**src/rtl/vip_rgb_ycbcr_conv.sv**
```systemverilog
// ---------------------------------------------------------------------------
// vip_rgb_ycbcr_conv
//
// Pipelined RGB -> YCbCr 4:4:4 colour-space converter for the VIP chain.
// Full-range BT.601 or BT.709 coefficients are chosen per frame. The choice
// is latched on the rising edge of per_img_vsync. A pixel that arrives on
// that same cycle already uses the new selection.
//
// Data path (LAT = 3):
//   S1  nine signed products, component x coefficient
//   S2  three sums, plus chroma offset and rounding constant
//   S3  arithmetic shift by COEF_FRAC, clamp to [0, 2^DATA_W-1], and zero
//       the sample when href is low
// vsync and href travel through a shift register of the same depth.
//
// Optional build macro: YCBCR422_OUT_EN
//   When defined, a fourth stage produces 4:2:2 output and LAT = 4.
//   post_img_Cb carries the rounded pair average of Cb on even pixels and
//   of Cr on odd pixels. A trailing unpaired pixel keeps its own Cb.
//   post_img_Cr is driven 0.
//
// Parameters:
//   DATA_W     bits per colour component (8..12)
//   COEF_FRAC  fractional bits of the coefficients (>= 8). The built-in
//              x256 coefficient table is scaled up to this precision.
//
// Ports:
//   clk, rst                    clock, synchronous active-high reset
//   mode_sel                    0 = BT.601, 1 = BT.709; sampled at frame start
//   per_img_vsync/href          input frame / pixel valid
//   per_img_red/green/blue      input components
//   post_img_vsync/href         sync outputs, delayed by LAT
//   post_img_Y/Cb/Cr            converted components, 0 while href is low
//   mode_active                 coefficient set in use for the current frame
// ---------------------------------------------------------------------------
module vip_rgb_ycbcr_conv #(
    parameter int DATA_W    = 8,
    parameter int COEF_FRAC = 8
) (
    input  logic              clk,
    input  logic              rst,
    input  logic              mode_sel,
    input  logic              per_img_vsync,
    input  logic              per_img_href,
    input  logic [DATA_W-1:0] per_img_red,
    input  logic [DATA_W-1:0] per_img_green,
    input  logic [DATA_W-1:0] per_img_blue,
    output logic              post_img_vsync,
    output logic              post_img_href,
    output logic [DATA_W-1:0] post_img_Y,
    output logic [DATA_W-1:0] post_img_Cb,
    output logic [DATA_W-1:0] post_img_Cr,
    output logic              mode_active
);

`ifdef YCBCR422_OUT_EN
    localparam int LAT = 4;
`else
    localparam int LAT = 3;
`endif
    localparam int SW = DATA_W + COEF_FRAC + 3;
    localparam logic signed [SW-1:0] ROUND_C = SW'(2 ** (COEF_FRAC - 1));
    localparam logic signed [SW-1:0] OFFS_C  = SW'(2 ** (DATA_W - 1 + COEF_FRAC));
    localparam logic signed [SW-1:0] MAX_C   = SW'(2 ** DATA_W - 1);

    // Coefficient table, row-major: idx 0..2 = Y(R,G,B), 3..5 = Cb, 6..8 = Cr.
    function automatic logic signed [SW-1:0] coef(input logic bt709, input int idx);
        int c;
        case (idx)
            0:       c = bt709 ?   54 :   77;
            1:       c = bt709 ?  183 :  150;
            2:       c = bt709 ?   19 :   29;
            3:       c = bt709 ?  -29 :  -43;
            4:       c = bt709 ?  -99 :  -85;
            5:       c = 128;
            6:       c = 128;
            7:       c = bt709 ? -116 : -107;
            default: c = bt709 ?  -12 :  -21;
        endcase
        return SW'(c * (2 ** (COEF_FRAC - 8)));
    endfunction

    // ---------------- frame-start mode latch ----------------
    logic vsync_prev_q;
    logic mode_q;
    logic mode_d;
    logic frame_rise;

    // After reset vsync_prev_q is 0, so a vsync that is already high
    // counts as a new frame start.
    assign frame_rise  = per_img_vsync & ~vsync_prev_q;
    // mode_d feeds S1 directly, so the pixel on the rise cycle sees the new mode.
    assign mode_d      = frame_rise ? mode_sel : mode_q;
    assign mode_active = mode_q;

    always_ff @(posedge clk) begin
        if (rst) begin
            vsync_prev_q <= 1'b0;
            mode_q       <= 1'b0;
        end else begin
            vsync_prev_q <= per_img_vsync;
            mode_q       <= mode_d;
        end
    end

    // ---------------- sync delay line ----------------
    logic [LAT-1:0] vs_q;
    logic [LAT-1:0] hs_q;

    always_ff @(posedge clk) begin
        if (rst) begin
            vs_q <= '0;
            hs_q <= '0;
        end else begin
            vs_q <= {vs_q[LAT-2:0], per_img_vsync};
            hs_q <= {hs_q[LAT-2:0], per_img_href};
        end
    end

    assign post_img_vsync = vs_q[LAT-1];
    assign post_img_href  = hs_q[LAT-1];

    // ---------------- S1: products ----------------
    logic        [DATA_W-1:0] comp   [3];
    logic signed [SW-1:0]     prod_d [9];
    logic signed [SW-1:0]     prod_q [9];

    assign comp[0] = per_img_red;
    assign comp[1] = per_img_green;
    assign comp[2] = per_img_blue;

    genvar gi;
    generate
        for (gi = 0; gi < 9; gi++) begin : g_prod
            assign prod_d[gi] = $signed({{(SW-DATA_W){1'b0}}, comp[gi % 3]}) * coef(mode_d, gi);
        end
    endgenerate

    always_ff @(posedge clk) begin
        for (int i = 0; i < 9; i++) begin
            if (rst) prod_q[i] <= '0;
            else     prod_q[i] <= prod_d[i];
        end
    end

    // ---------------- S2: sums, S3: shift + clamp ----------------
    logic signed [SW-1:0]     sum_d [3];
    logic signed [SW-1:0]     sum_q [3];
    logic signed [SW-1:0]     shr   [3];
    logic        [DATA_W-1:0] res_d [3];
    logic        [DATA_W-1:0] res_q [3];

    generate
        for (gi = 0; gi < 3; gi++) begin : g_sum
            // Chroma is centred at 2^(DATA_W-1). All three channels round half up.
            assign sum_d[gi] = prod_q[3*gi] + prod_q[3*gi+1] + prod_q[3*gi+2]
                             + ((gi == 0) ? ROUND_C : (OFFS_C + ROUND_C));
            assign shr[gi]   = sum_q[gi] >>> COEF_FRAC;
            // hs_q[1] is the href of the pixel now in S2, so a blank slot
            // leaves S3 as zero.
            assign res_d[gi] = !hs_q[1]           ? '0 :
                               (shr[gi] < 0)      ? '0 :
                               (shr[gi] > MAX_C)  ? MAX_C[DATA_W-1:0] :
                                                    shr[gi][DATA_W-1:0];
        end
    endgenerate

    always_ff @(posedge clk) begin
        for (int i = 0; i < 3; i++) begin
            if (rst) begin
                sum_q[i] <= '0;
                res_q[i] <= '0;
            end else begin
                sum_q[i] <= sum_d[i];
                res_q[i] <= res_d[i];
            end
        end
    end

`ifdef YCBCR422_OUT_EN
    // ---------------- S4: 4:2:2 chroma pairing ----------------
    // par_q is the parity of the pixel in S3 within the current href run.
    // An even pixel is paired with the next pixel, which is still in S2.
    // Its clamped value is already available combinationally as res_d.
    logic [DATA_W-1:0] y4_q;
    logic [DATA_W-1:0] c4_q;
    logic [DATA_W-1:0] c4_d;
    logic [DATA_W-1:0] cr_hold_q;
    logic [DATA_W-1:0] avg_cb;
    logic [DATA_W-1:0] avg_cr;
    logic              par_q;

    assign avg_cb = DATA_W'(({1'b0, res_q[1]} + {1'b0, res_d[1]} + (DATA_W+1)'(1)) >> 1);
    assign avg_cr = DATA_W'(({1'b0, cr_hold_q} + {1'b0, res_q[2]} + (DATA_W+1)'(1)) >> 1);

    always_comb begin
        c4_d = '0;
        if (hs_q[2]) begin
            if (!par_q) c4_d = hs_q[1] ? avg_cb : res_q[1];
            else        c4_d = avg_cr;
        end
    end

    always_ff @(posedge clk) begin
        if (rst) begin
            y4_q      <= '0;
            c4_q      <= '0;
            cr_hold_q <= '0;
            par_q     <= 1'b0;
        end else begin
            y4_q  <= res_q[0];
            c4_q  <= c4_d;
            par_q <= hs_q[2] ? ~par_q : 1'b0;
            if (hs_q[2] && !par_q) cr_hold_q <= res_q[2];
        end
    end

    assign post_img_Y  = y4_q;
    assign post_img_Cb = c4_q;
    assign post_img_Cr = '0;
`else
    assign post_img_Y  = res_q[0];
    assign post_img_Cb = res_q[1];
    assign post_img_Cr = res_q[2];
`endif

endmodule

```
**config.mk**
```make
export PLATFORM = sky130hd
export DESIGN_NAME = vip_rgb_ycbcr_conv
export DESIGN_NICKNAME = d
export VERILOG_FILES = /design/src/rtl/vip_rgb_ycbcr_conv.sv
export SDC_FILE = /design/constraint.sdc
export NUM_CORES = 1
export LEC_CHECK = 0
export ABC_CLOCK_PERIOD_IN_PS = 6350
export CORE_UTILIZATION = 62
export CTS_CLUSTER_DIAMETER = 30
export DETAILED_ROUTE_END_ITERATION = 10
export PLACE_DENSITY = 0.91
export SLEW_MARGIN = 20
export SYNTH_ARGS = -nofsm -noshare
export SYNTH_HDL_FRONTEND = slang
export SYNTH_SLANG_ARGS = --single-unit
```
**constraint.sdc**
```tcl
create_clock -name clk -period 6.35 [get_ports clk]
set_input_delay 0.9525 -clock clk [delete_from_list [all_inputs] [get_ports clk]]
set_output_delay 0.9525 -clock clk [all_outputs]
set_load 0.02 [all_outputs]
```
==> impl_metrics.env <==
export IMPL_hp_class="flip-flop to flip-flop"
export IMPL_yosysWarnings=0
export IMPL_hold_violations=0
export IMPL_synth_top_family_by_area="adder cells"
export IMPL_critPathLaunchType="input port"
export IMPL_leakage_nw=10.0
export IMPL_rsz0062_at_grt="no"
export IMPL_clock_latency_ns=0.45
export IMPL_grt_pass1_wl_um=65400
export IMPL_status="finished clean"
export IMPL_rows=60
export IMPL_p_total_mw=7.80
export IMPL_end_kind="flip-flop"
export IMPL_p_per_area_mw_per_mm2=413
export IMPL_relSlewSlack=0.320
export IMPL_min_from="sum_q[1][11]"
export IMPL_vias_per_cell=5.49
export IMPL_nFillCells=1868
export IMPL_place_congestion=0.952
export IMPL_cts_max_level=4
export IMPL_syn_inst=1801
export IMPL_dr_total_vias=12300
export IMPL_cts_inserted_buffers=17
export IMPL_arrival_ns=6.43
export IMPL_clock_sinks=186
export IMPL_crit_path_max_fanout=23
export IMPL_ioPinCount=56
export IMPL_cts_root_buf="clkbuf_16"
export IMPL_syn_area_mm2=0.0172
export IMPL_synth_area_leaders="ha_1, dfxtp_1, fa_1"
export IMPL_cts_tree="yes"
export IMPL_critPathMostFrequentCell="fa_1"
export IMPL_firstDrtPassIters=5
export IMPL_synth_simple_area_share=0.101
export IMPL_finalCriticalPeriod_ns=6.13
export IMPL_cts_setup_buffers=0
export IMPL_ys_seq_area_frac=0.216
export IMPL_ys_async_sr_fraction=0
export IMPL_num_nets_final=2429
export IMPL_dpl_hpwl_um=30800
export IMPL_worstReg2RegStart="vs_q[0]"
export IMPL_synth_edff_count=0
export IMPL_grt_antenna_before_repair=2
export IMPL_die_w_um=169
export IMPL_ant_nets=0
export IMPL_tightestPinTransition_ns=1.02
export IMPL_synthXorXnorAreaFrac=0.0453
export IMPL_r2r_setup_slack_ns=0.74
export IMPL_cp_data_required_time_ns=6.65
export IMPL_drc_errors=0
export IMPL_grt_pass1_vias=13600
export IMPL_yosysMostFrequentCell="ha_1"
export IMPL_final_setup_viol_count=0
export IMPL_synth_top_area_cell="ha_1"
export IMPL_synth_distinct_cells=57
export IMPL_cts_resized=0
export IMPL_cpPeakStageDelay_ns=0.59
export IMPL_synth_adder_area_share=0.464
export IMPL_maxCapViolCount=0
export IMPL_core_mm2=0.0271
export IMPL_period_share=0.966
export IMPL_clk_pin_slew_ns=0.08
export IMPL_overflow=0
export IMPL_fin_setup_tns_ns=0
export IMPL_slowest_stage="mux2_2"
export IMPL_wl_um=38400
export IMPL_synth_seq_cells=186
export IMPL_start_util=0.635
export IMPL_finClkSkew_ns=0.0153
export IMPL_yosys_area_top_type_share=0.266
export IMPL_synth_compound_area_frac=0.0840
export IMPL_crit_type="input port to flip-flop"
export IMPL_synthFlopType="dfxtp_1"
export IMPL_grt_max_degree=101
export IMPL_drt_iter0_drc=652
export IMPL_cts_path_max_buffers=2
export IMPL_synthTopCellsByCount="ha_1, inv_1, dfxtp_1"
export IMPL_numPortBuffers=55
export IMPL_post_drt_wl_per_cell_um=17.1
export IMPL_die_height_um=169
export IMPL_grt_usage=0.292
export IMPL_drive_gt1_frac=0.0394
export IMPL_postCtsHoldBufs=0
export IMPL_syn_area_per_cell_um2=9.56
export IMPL_syn2layout_area_growth_pct=9.67
export IMPL_ir_worst_vdd_uv=399
export IMPL_fmax_mhz=163
export IMPL_dieArea_mm2=0.0284
export IMPL_cp_startpoint="per_img_vsync"
export IMPL_slew_viol_final=0
export IMPL_synthMuxAreaShare=0.00189
export IMPL_crit_chain="clkdlybuf4s50_1 > nand2b_1 > mux2_2 > nand2_1 > nand2_1 > ha_1 > inv_1 > fa_1 > fa_1 > inv_1 > fa_1 > ha_1 > a21o_1 > a21oi_1 > o21ai_0 > a2111oi_0 > nor3_1 > a31oi_1 > xor2_1 > nor2_1"
-- metrics by stage --
stage | cells | area, um2 | hold WS [ns] | utilization | worst slack (ns)
finish | 2250 | 18900 | 0.445 | 0.697 | 0.216
global route | 2249 | 18900 | 0.461 | 0.697 | 0.0334
CTS | 2249 | 18900 | 0.448 | 0.697 | 0.280
detailed placement | 2217 | 18300 | 0.421 | 0.674 | 0.000406
global placement | 2217 | 18300 | 0.417 | 0.674 | 0.208
floorplan | 1813 | 17300 | 0.414 | - | 0.692
-- cells in the final DEF (no fill, tap or decap), drive strengths merged, types with 38 or more instances in the layout --
cell type,n
dfxtp,186
nor3,38
nor2,169
inv,369
ha,366
nand2,55
clkdlybuf4s50,54
xnor2,54
nor2b,58
fa,170
a21oi,54
-- metal layers --
layer,vias to the layer above,track usage,part of all wire
met5,-,0,0.00034
met2,378,0.518,0.49
met3,128,0.0500,0.046
met4,2,0.156,0.052
met1,5940,0.338,0.41
li1,5894,-,-
-- sequential cells by signal, indices dropped and copies added (netlist names) --
register and cells:
mode_active 1, prod_q 123, vs_q 3, res_q 24
hs_q 3, sum_q 32
-- power by group --
group / internal [mW] / leakage [nW] / switching [mW]
sequential: 1.50 / 1.54 / 0.160
combinational: 2.19 / 8.18 / 2.85
clock: 0.537 / 0.291 / 0.555
-- logic make-up after synthesis --
logic type      count (synthesis)
compound gates                209
flops                         186
simple gates                  374
xor+xnor                       89
buf+inv                       402
fa+ha+maj                     536
other cells                     2
mux                             3
-- critical path, delay by kind of cell --
kind                     cells  cell delay, ns
XOR/XNOR                     1            0.17
AO/OA/AOI/OAI                5            1.38
multiplexers                 1            0.59
adder cells (fa/ha/maj)      5            2.04
AND/OR/NAND/NOR              5            0.65
buffers and inverters        3            0.62
-- area by class of cell --
type                    instances  area, um2  area share
clock buffers                  17        425      0.0225
inverters                     364       1370      0.0724
well taps                     372        465      0.0247
repair buffers                 70        673      0.0357
multi-input cells            1225      12000       0.637
clock inverters                15        194      0.0103
flip-flops and latches        186       3720       0.197
diodes                          1       2.50    0.000133
-- final timing paths --
kind | endpoint | cells past startpoint
setup / recovery | prod_q[8][13] | 20
hold / removal | res_q[1][3] | 1
setup reg to reg | prod_q[8][13] | 19
hold reg to reg | res_q[1][3] | 1
No activity file was read; power rests on OpenSTA's default activity.
